==> src/rtl/traffic_phase_controller.sv <==
// rtl/traffic_phase_controller.sv - four-phase main/side intersection sequencer with phase timer
//
// Purpose: walks the Gray-coded phase cycle main green (00) -> main yellow (01)
// -> side green (11) -> side yellow (10), timing each phase in tick_en strobes.
// Green phases last LONG_TICKS strobes, yellow phases SHORT_TICKS strobes.
//
// Optional feature: define SIDE_SENSOR_EN to hold main green at expiry until a
// side-road request is pending. Undefined: fixed-time cycle, side_pend tied 0.
//
// Ports:
//   clk         in   system clock, rising edge
//   rst_n       in   asynchronous active-low reset
//   tick_en     in   one-cycle timebase strobe; the timer only moves on strobes
//   side_req    in   side-road vehicle sensor level (used only with SIDE_SENSOR_EN)
//   state_out   out  current phase code, drives the light decoder select
//   remaining   out  strobes left in the phase minus one (0 = final strobe)
//   phase_start out  one-cycle pulse in the first cycle of each new phase
//   side_pend   out  latched side request awaiting service
module traffic_phase_controller #(
  parameter int LONG_TICKS  = 30,
  parameter int SHORT_TICKS = 5,
  parameter int CNT_W       = 8
) (
  input  logic             clk,
  input  logic             rst_n,
  input  logic             tick_en,
  input  logic             side_req,
  output logic [1:0]       state_out,
  output logic [CNT_W-1:0] remaining,
  output logic             phase_start,
  output logic             side_pend
);

  typedef enum logic [1:0] {
    S_MAIN_GREEN  = 2'b00,
    S_MAIN_YELLOW = 2'b01,
    S_SIDE_GREEN  = 2'b11,
    S_SIDE_YELLOW = 2'b10
  } phase_t;

  localparam logic [CNT_W-1:0] LONG_LOAD  = CNT_W'(LONG_TICKS - 1);
  localparam logic [CNT_W-1:0] SHORT_LOAD = CNT_W'(SHORT_TICKS - 1);

  phase_t           r_state;
  phase_t           w_next;
  logic [CNT_W-1:0] r_remaining;
  logic [CNT_W-1:0] w_load;
  logic             r_phase_start;
  logic             w_expire;
  logic             w_hold;
  logic             w_enter_side_green;

  always_comb begin
    w_next = S_MAIN_GREEN;
    case (r_state)
      S_MAIN_GREEN:  w_next = S_MAIN_YELLOW;
      S_MAIN_YELLOW: w_next = S_SIDE_GREEN;
      S_SIDE_GREEN:  w_next = S_SIDE_YELLOW;
      S_SIDE_YELLOW: w_next = S_MAIN_GREEN;
      default:       w_next = S_MAIN_GREEN;
    endcase
  end

  // Duration loaded on entry depends on the phase being entered, not the one leaving.
  assign w_load = (w_next == S_MAIN_GREEN || w_next == S_SIDE_GREEN) ? LONG_LOAD : SHORT_LOAD;

  assign w_expire           = tick_en && (r_remaining == '0);
  assign w_enter_side_green = w_expire && (r_state == S_MAIN_YELLOW);

`ifdef SIDE_SENSOR_EN
  logic r_side_pend;

  // A request arriving in the expiry cycle itself counts for that decision.
  assign w_hold = (r_state == S_MAIN_GREEN) && !r_side_pend && !side_req;

  always_ff @(posedge clk or negedge rst_n) begin
    if (!rst_n) begin
      r_side_pend <= 1'b0;
    end else if (w_enter_side_green) begin
      r_side_pend <= 1'b0;
    end else if (side_req && (r_state == S_MAIN_GREEN || r_state == S_MAIN_YELLOW)) begin
      r_side_pend <= 1'b1;
    end
  end

  assign side_pend = r_side_pend;
`else
  logic w_unused_side_req;

  assign w_unused_side_req = side_req ^ w_enter_side_green;
  assign w_hold            = 1'b0;
  assign side_pend         = 1'b0;
`endif

  always_ff @(posedge clk or negedge rst_n) begin
    if (!rst_n) begin
      r_state       <= S_MAIN_GREEN;
      r_remaining   <= LONG_LOAD;
      r_phase_start <= 1'b0;
    end else begin
      r_phase_start <= 1'b0;
      if (tick_en) begin
        if (r_remaining != '0) begin
          r_remaining <= r_remaining - 1'b1;
        end else if (!w_hold) begin
          r_state       <= w_next;
          r_remaining   <= w_load;
          r_phase_start <= 1'b1;
        end
        // Holding main green leaves remaining parked at 0 until a request shows up.
      end
    end
  end

  assign state_out   = r_state;
  assign remaining   = r_remaining;
  assign phase_start = r_phase_start;

endmodule

==> config.mk <==
export PLATFORM = sky130hd
export DESIGN_NAME = traffic_phase_controller
export DESIGN_NICKNAME = d
export VERILOG_FILES = /design/src/rtl/traffic_phase_controller.sv
export SDC_FILE = /design/constraint.sdc
export NUM_CORES = 1
export LEC_CHECK = 0
export ABC_AREA = 1
export CORE_UTILIZATION = 51
export DETAILED_ROUTE_END_ITERATION = 10
export PLACE_DENSITY = 0.81
export SLEW_MARGIN = 10
export SYNTH_ARGS = -nofsm -noshare
export SYNTH_HDL_FRONTEND = slang
export SYNTH_SLANG_ARGS = --single-unit
export TNS_END_PERCENT = 30
==> constraint.sdc <==
create_clock -name clk -period 2 [get_ports clk]
set_input_delay 0.6 -clock clk [delete_from_list [all_inputs] [get_ports clk]]
set_output_delay 0.6 -clock clk [all_outputs]
set_load 0.03 [all_outputs]
### Yosys cells after proc, flatten, opt, wreduce, memory -nomap -nowiden

Cells that the tools add are included.

* bits in registers: 11
* input port bits: 4
* output and inout port bits: 12
* word-level logic and storage cells: 19

* add/subtract/negate cells: 1
* equality and inequality tests: 4
* muxes and demuxes: 5
* bitwise gates (word level): 1
* reductions and logical operators: 5

Operators with widths (number)
* two-way mux 8 bit: 1
* one-hot mux 2 bit (4 select lines): 1
* nonzero test 8 bit: 1
* subtractor 8 x 1 -> 8 bit, second input constant: 1
* equality test 2 bit, second input constant: 3
* two-way mux 5 bit: 1
* zero test 2 bit: 2
* equality test 2 x 1 -> 1 bit, second input constant: 1
* two-way mux 1 bit: 2
* AND reduction 2 bit: 1
* logical OR 1 bit: 1
* NOT 1 bit: 1

### Longest topological paths before layout

* depth after elaboration: 6
* mapped depth: 9
* gate-level depth less buffers: 9

### Worst setup path before layout

Ideal clock, no wire load.

* kind: register -> register
* start point: reg r_remaining[0], in the netlist remaining[0]
* end point: reg r_state[1], in the netlist state_out[1]
* arrival time: 1.368 ns
* required time: 1.881 ns
* setup slack: 0.513 ns
* stages on the path, launching flop included: 9
* clock period less this slack: 1.487 ns
* path through: dfstp_2 > inv_1 > ha_1 > nand2_2 > clkinv_4 > nand3_4 > inv_4 > nand2_2 > o21ai_2

* longest elaborated chain between the ends: 3

RTL lines
* start, declared: line 46 `logic [CNT_W-1:0] r_remaining;`
* start signal, assigned: line 104 `r_remaining <= r_remaining - 1'b1;`
* start signal, assigned: line 107 `r_remaining <= w_load;`
* nonzero test 8 bit: line 103 `if (r_remaining != '0) begin`
* NOT 1 bit (no line)
* AND reduction 2 bit (no line)
* end signal, assigned: line 106 `r_state <= w_next;`
* end, declared: line 44 `phase_t r_state;`

No other way between the ends.
A chain may end at the register's enable or synchronous reset.

### Final worst setup path

* start point: reg r_remaining[6], in the netlist remaining[6]
* end point: out remaining[6]

RTL lines
* end, declared: line 29 `output logic [CNT_W-1:0] remaining,`

No word-level cell between the ends.

==> run_results.csv <==
group,metric,value,unit
final_layout,drive_gt1_share,26.67,%
drt,route.final.wire_length,1192,microns
yosys,ys_seq_elements,11,
power_and_ir_drop,power_leakage,0.4994,nW
drt,final_antenna_net_count,0,
setup_path,crit_required,1.40,ns
drt,via_count,581,
grt,grt_pass1_wl,2007,microns
floorplanning,dieArea,1539,sq um
yosys,synth_area_leader_cell,"dfrtp_1",
floorplanning,die_w,39.23,microns
power_and_ir_drop,peakVddDrop,1067,uV
clocking,h-tree-depth,1,
grt,grt_max_degree,12,
setup_path,crit_fanout,4,
final_layout,fin_nets,114,
grt,grt_pass1_vias,479,
placed_design,dp_hpwl,966.6,microns
yosys,synth-edff-count,0,
clocking,ctsLongestPathBuffers,2,
setup_path,r2r_start,"remaining[0]$_DFFE_PN1P_",
setup_path,path_depth,1,
clocking,cts_buffers,3,
timing,rsz0062_at_grt,"false",
yosys,syn_nets,96,
floorplanning,ioPinCount,16,
timing,finalSetupViolCount,0,
setup_path,crit_type,"register to primary output",
timing,fin_crit_sh,97.93,%
yosys,yosysUniqueCellTypes,23,
timing,final-hold-violation-count,0,
yosys,yosys_most_used_dff,"dfrtp_1",
setup_path,critPathLaunchType,"register",
yosys,synth.top_cell.area_share,24.78,%
power_and_ir_drop,power_density,1658,nW/um^2
drt,vias_per_cell,4.842,
timing,maxSlewViolCount,0,
final_layout,diodes,0,
setup_path,rr_worst_depth,8,
clocking,clk_pin_slew,0.07,ns
flow_run,max_cap_viol_count,0,
yosys,seq_area_frac_synth,39.65,%
drt,drcViolationCount,0,
final_layout,multi_input_area,359.1,sq um
placed_design,port_buffers,13,
worst_hold_path,hold_path_class,"register to register",
timing,skew,0.006347,ns
final_layout,n_fill_cell,116,
clocking,cts_tree,"done",
timing,fin_tns_setup,0,ns
setup_path,startpoint,"remaining[6]$_DFFE_PN0P_",
setup_path,r2r_setup_slack,0.56,ns
floorplanning,core-area,1301,sq um
clocking,cts_root_buf,"clkbuf_4",
run_status,status,"completed",
worst_hold_path,hold_depth,2,
grt,grt_util_all_layers,19.88,%
yosys,netlist_top_cells_count,"nand2_1, nor2_1, dfrtp_1",
setup_path,worstPathArrival,1.36,ns
placed_design,gp_congestion,0.8119,
clocking,clk_latency,0.26,ns
floorplanning,start_util,54.33,%
setup_path,crit_buf_inv,1,
setup_path,critical-path-max-stage-delay,0.69,ns
yosys,ys_warn_count,0,
yosys,synth_area,706.9,sq um
yosys,postSynth.asyncResetShare,100.0,%
final_layout,ff_latch_area,280.3,sq um
timing,max_freq,0.5106,GHz
timing,min_period,1.959,ns
drt,drt_iter0_drc,10,
clocking,clock_sinks,11,
final_layout,utilization,67.98,%
setup_path,slowest_stage,"clkdlybuf4s50_1",
setup_path,r2r-end,"state_out[1]$_DFFE_PN0P_",
yosys,synth.avg_cell_area,8.033,sq um
floorplanning,fp.dieH,39.23,microns
drt,dr.pass1.iters,4,
yosys,yosys-top-cells-area,"dfrtp_1, nand2_1, dfstp_2",
yosys,synth.most_common_cell,"nand2_1",
clocking,post-cts-setup-buffers,0,
yosys,synth_cells,88,
setup_path,worst_setup_path_end_kind,"primary output",
setup_path,worstPathCellList,"clkdlybuf4s50_1",
final_layout,area_delta_synth_final,25.13,%
drt,routedWlPerCell,9.933,microns
setup_path,crit_family,"buffers and inverters",
floorplanning,rows,13,
grt,antenna_found_initial,0,
setup_path,cp-endpoint,"remaining[6]",
grt,gr-total-overflow,0,
==> through the flow <==
step	instance area [sq um]	setup WS, ns	hold slack, ns	instances	total power, mW
2_1_floorplan	706.9	0.5133	0.3044	88	1.087
3_3_place_gp	855.8	0.1645	0.4653	116	1.327
3_5_place_dp	855.8	0.1720	0.4760	116	1.357
4_1_cts	877.1	0.01105	0.4882	120	1.484
5_1_grt	884.6	0.003444	0.5067	120	1.593
6_report	884.6	0.04148	0.4856	120	1.467
==> flip-flops by register name, indices dropped and copies added, names as in the netlist <==
name         count
remaining        8
state_out        2
phase_start      1
==> layer usage <==
layer  vias to the layer above  GRT usage (%)  share of wire [%]
li1                        301              -                  -
met1                       267          25.62                 48
met2                        11          30.00                 46
met3                         2          3.468                4.4
met4                         0          12.93                1.2
met5                         -              0                  0
==> report_power, final <==
part | leakage, nW | switching (mW) | total, mW | internal [mW]
Combinational | 0.354 | 0.543 | 0.865 | 0.321
Sequential | 0.130 | 0.110 | 0.453 | 0.343
Clock | 0.0150 | 0.0724 | 0.149 | 0.0771
Total | 0.499 | 0.725 | 1.47 | 0.742
==> worst min path at each step <==
stage	from	end
after global routing	remaining[0]$_DFFE_PN1P_	remaining[0]$_DFFE_PN1P_
after detailed placement	remaining[0]$_DFFE_PN1P_	remaining[0]$_DFFE_PN1P_
after floorplan	rst_n	phase_start$_DFF_PN0_
after global placement	remaining[0]$_DFFE_PN1P_	remaining[0]$_DFFE_PN1P_
final	remaining[0]$_DFFE_PN1P_	remaining[0]$_DFFE_PN1P_
after CTS	remaining[0]$_DFFE_PN1P_	remaining[0]$_DFFE_PN1P_
==> what timing repair did <==
| item | in CTS | in global routing |
|---|---|---|
| setup endpoints to repair | 4 | 3 |
| hold buffers | 0 | 0 |
| pin swaps | 0 | 0 |
| gates resized for setup | 4 | 3 |
==> layout by cell type, fill, tap and decap left out <==
cell             synthesis  routed
clkinv_4                 1       1
o21ai_1                  3       3
nor2_1                   8       8
clkbuf_4                 0       3
dlygate4sd2_1            0       4
nand3_1                  2       2
inv_1                    6       6
conb_1                   1       1
xnor2_1                  1       1
o21ai_2                  1       1
nor2_8                   1       1
inv_4                    1       1
nand4_1                  1       1
dfrtp_1                  7       7
nand2_4                  1       1
a21oi_1                  1       1
buf_4                    2       2
ha_1                     4       4
clkdlybuf4s50_1          0       6
nand3_4                  1       1
nand2_1                 29      29
nor2_2                   3       3
nand2_2                  4       4
dfstp_2                  4       4
inv_2                    4       4
clkbuf_1                 0       1
dlymetal6s2s_1           0       3
nand3_2                  2       2
==> worst reg2reg max path, cell delays in order, from the launching register on <==
cell      delay (ns)
dfstp_2         0.54
inv_1           0.09
ha_1            0.25
nand2_2         0.12
clkinv_4        0.09
nand3_4         0.11
inv_4           0.05
nand2_2         0.05
o21ai_2         0.05
==> area by class of cell <==
cell class              instances  share of cell area, %
clock buffers                   4                  2.970
inverters                      12                  5.941
multi-input cells              63                  40.59
flip-flops and latches         11                  31.68
well taps                      15                  2.122
repair buffers                 15                  16.69
==> logic make-up after synthesis <==
| group | synth area share, % |
|---|---|
| XOR/XNOR | 1.239 |
| AND/OR/NAND/NOR | 37.88 |
| other | 0.5305 |
| AO/OA/AOI/OAI | 4.070 |
| buffers and inverters | 9.557 |
| adder cells (fa/ha/maj) | 7.080 |
| flip-flops | 39.65 |
Note: power is estimated with default switching activity, not from simulation.
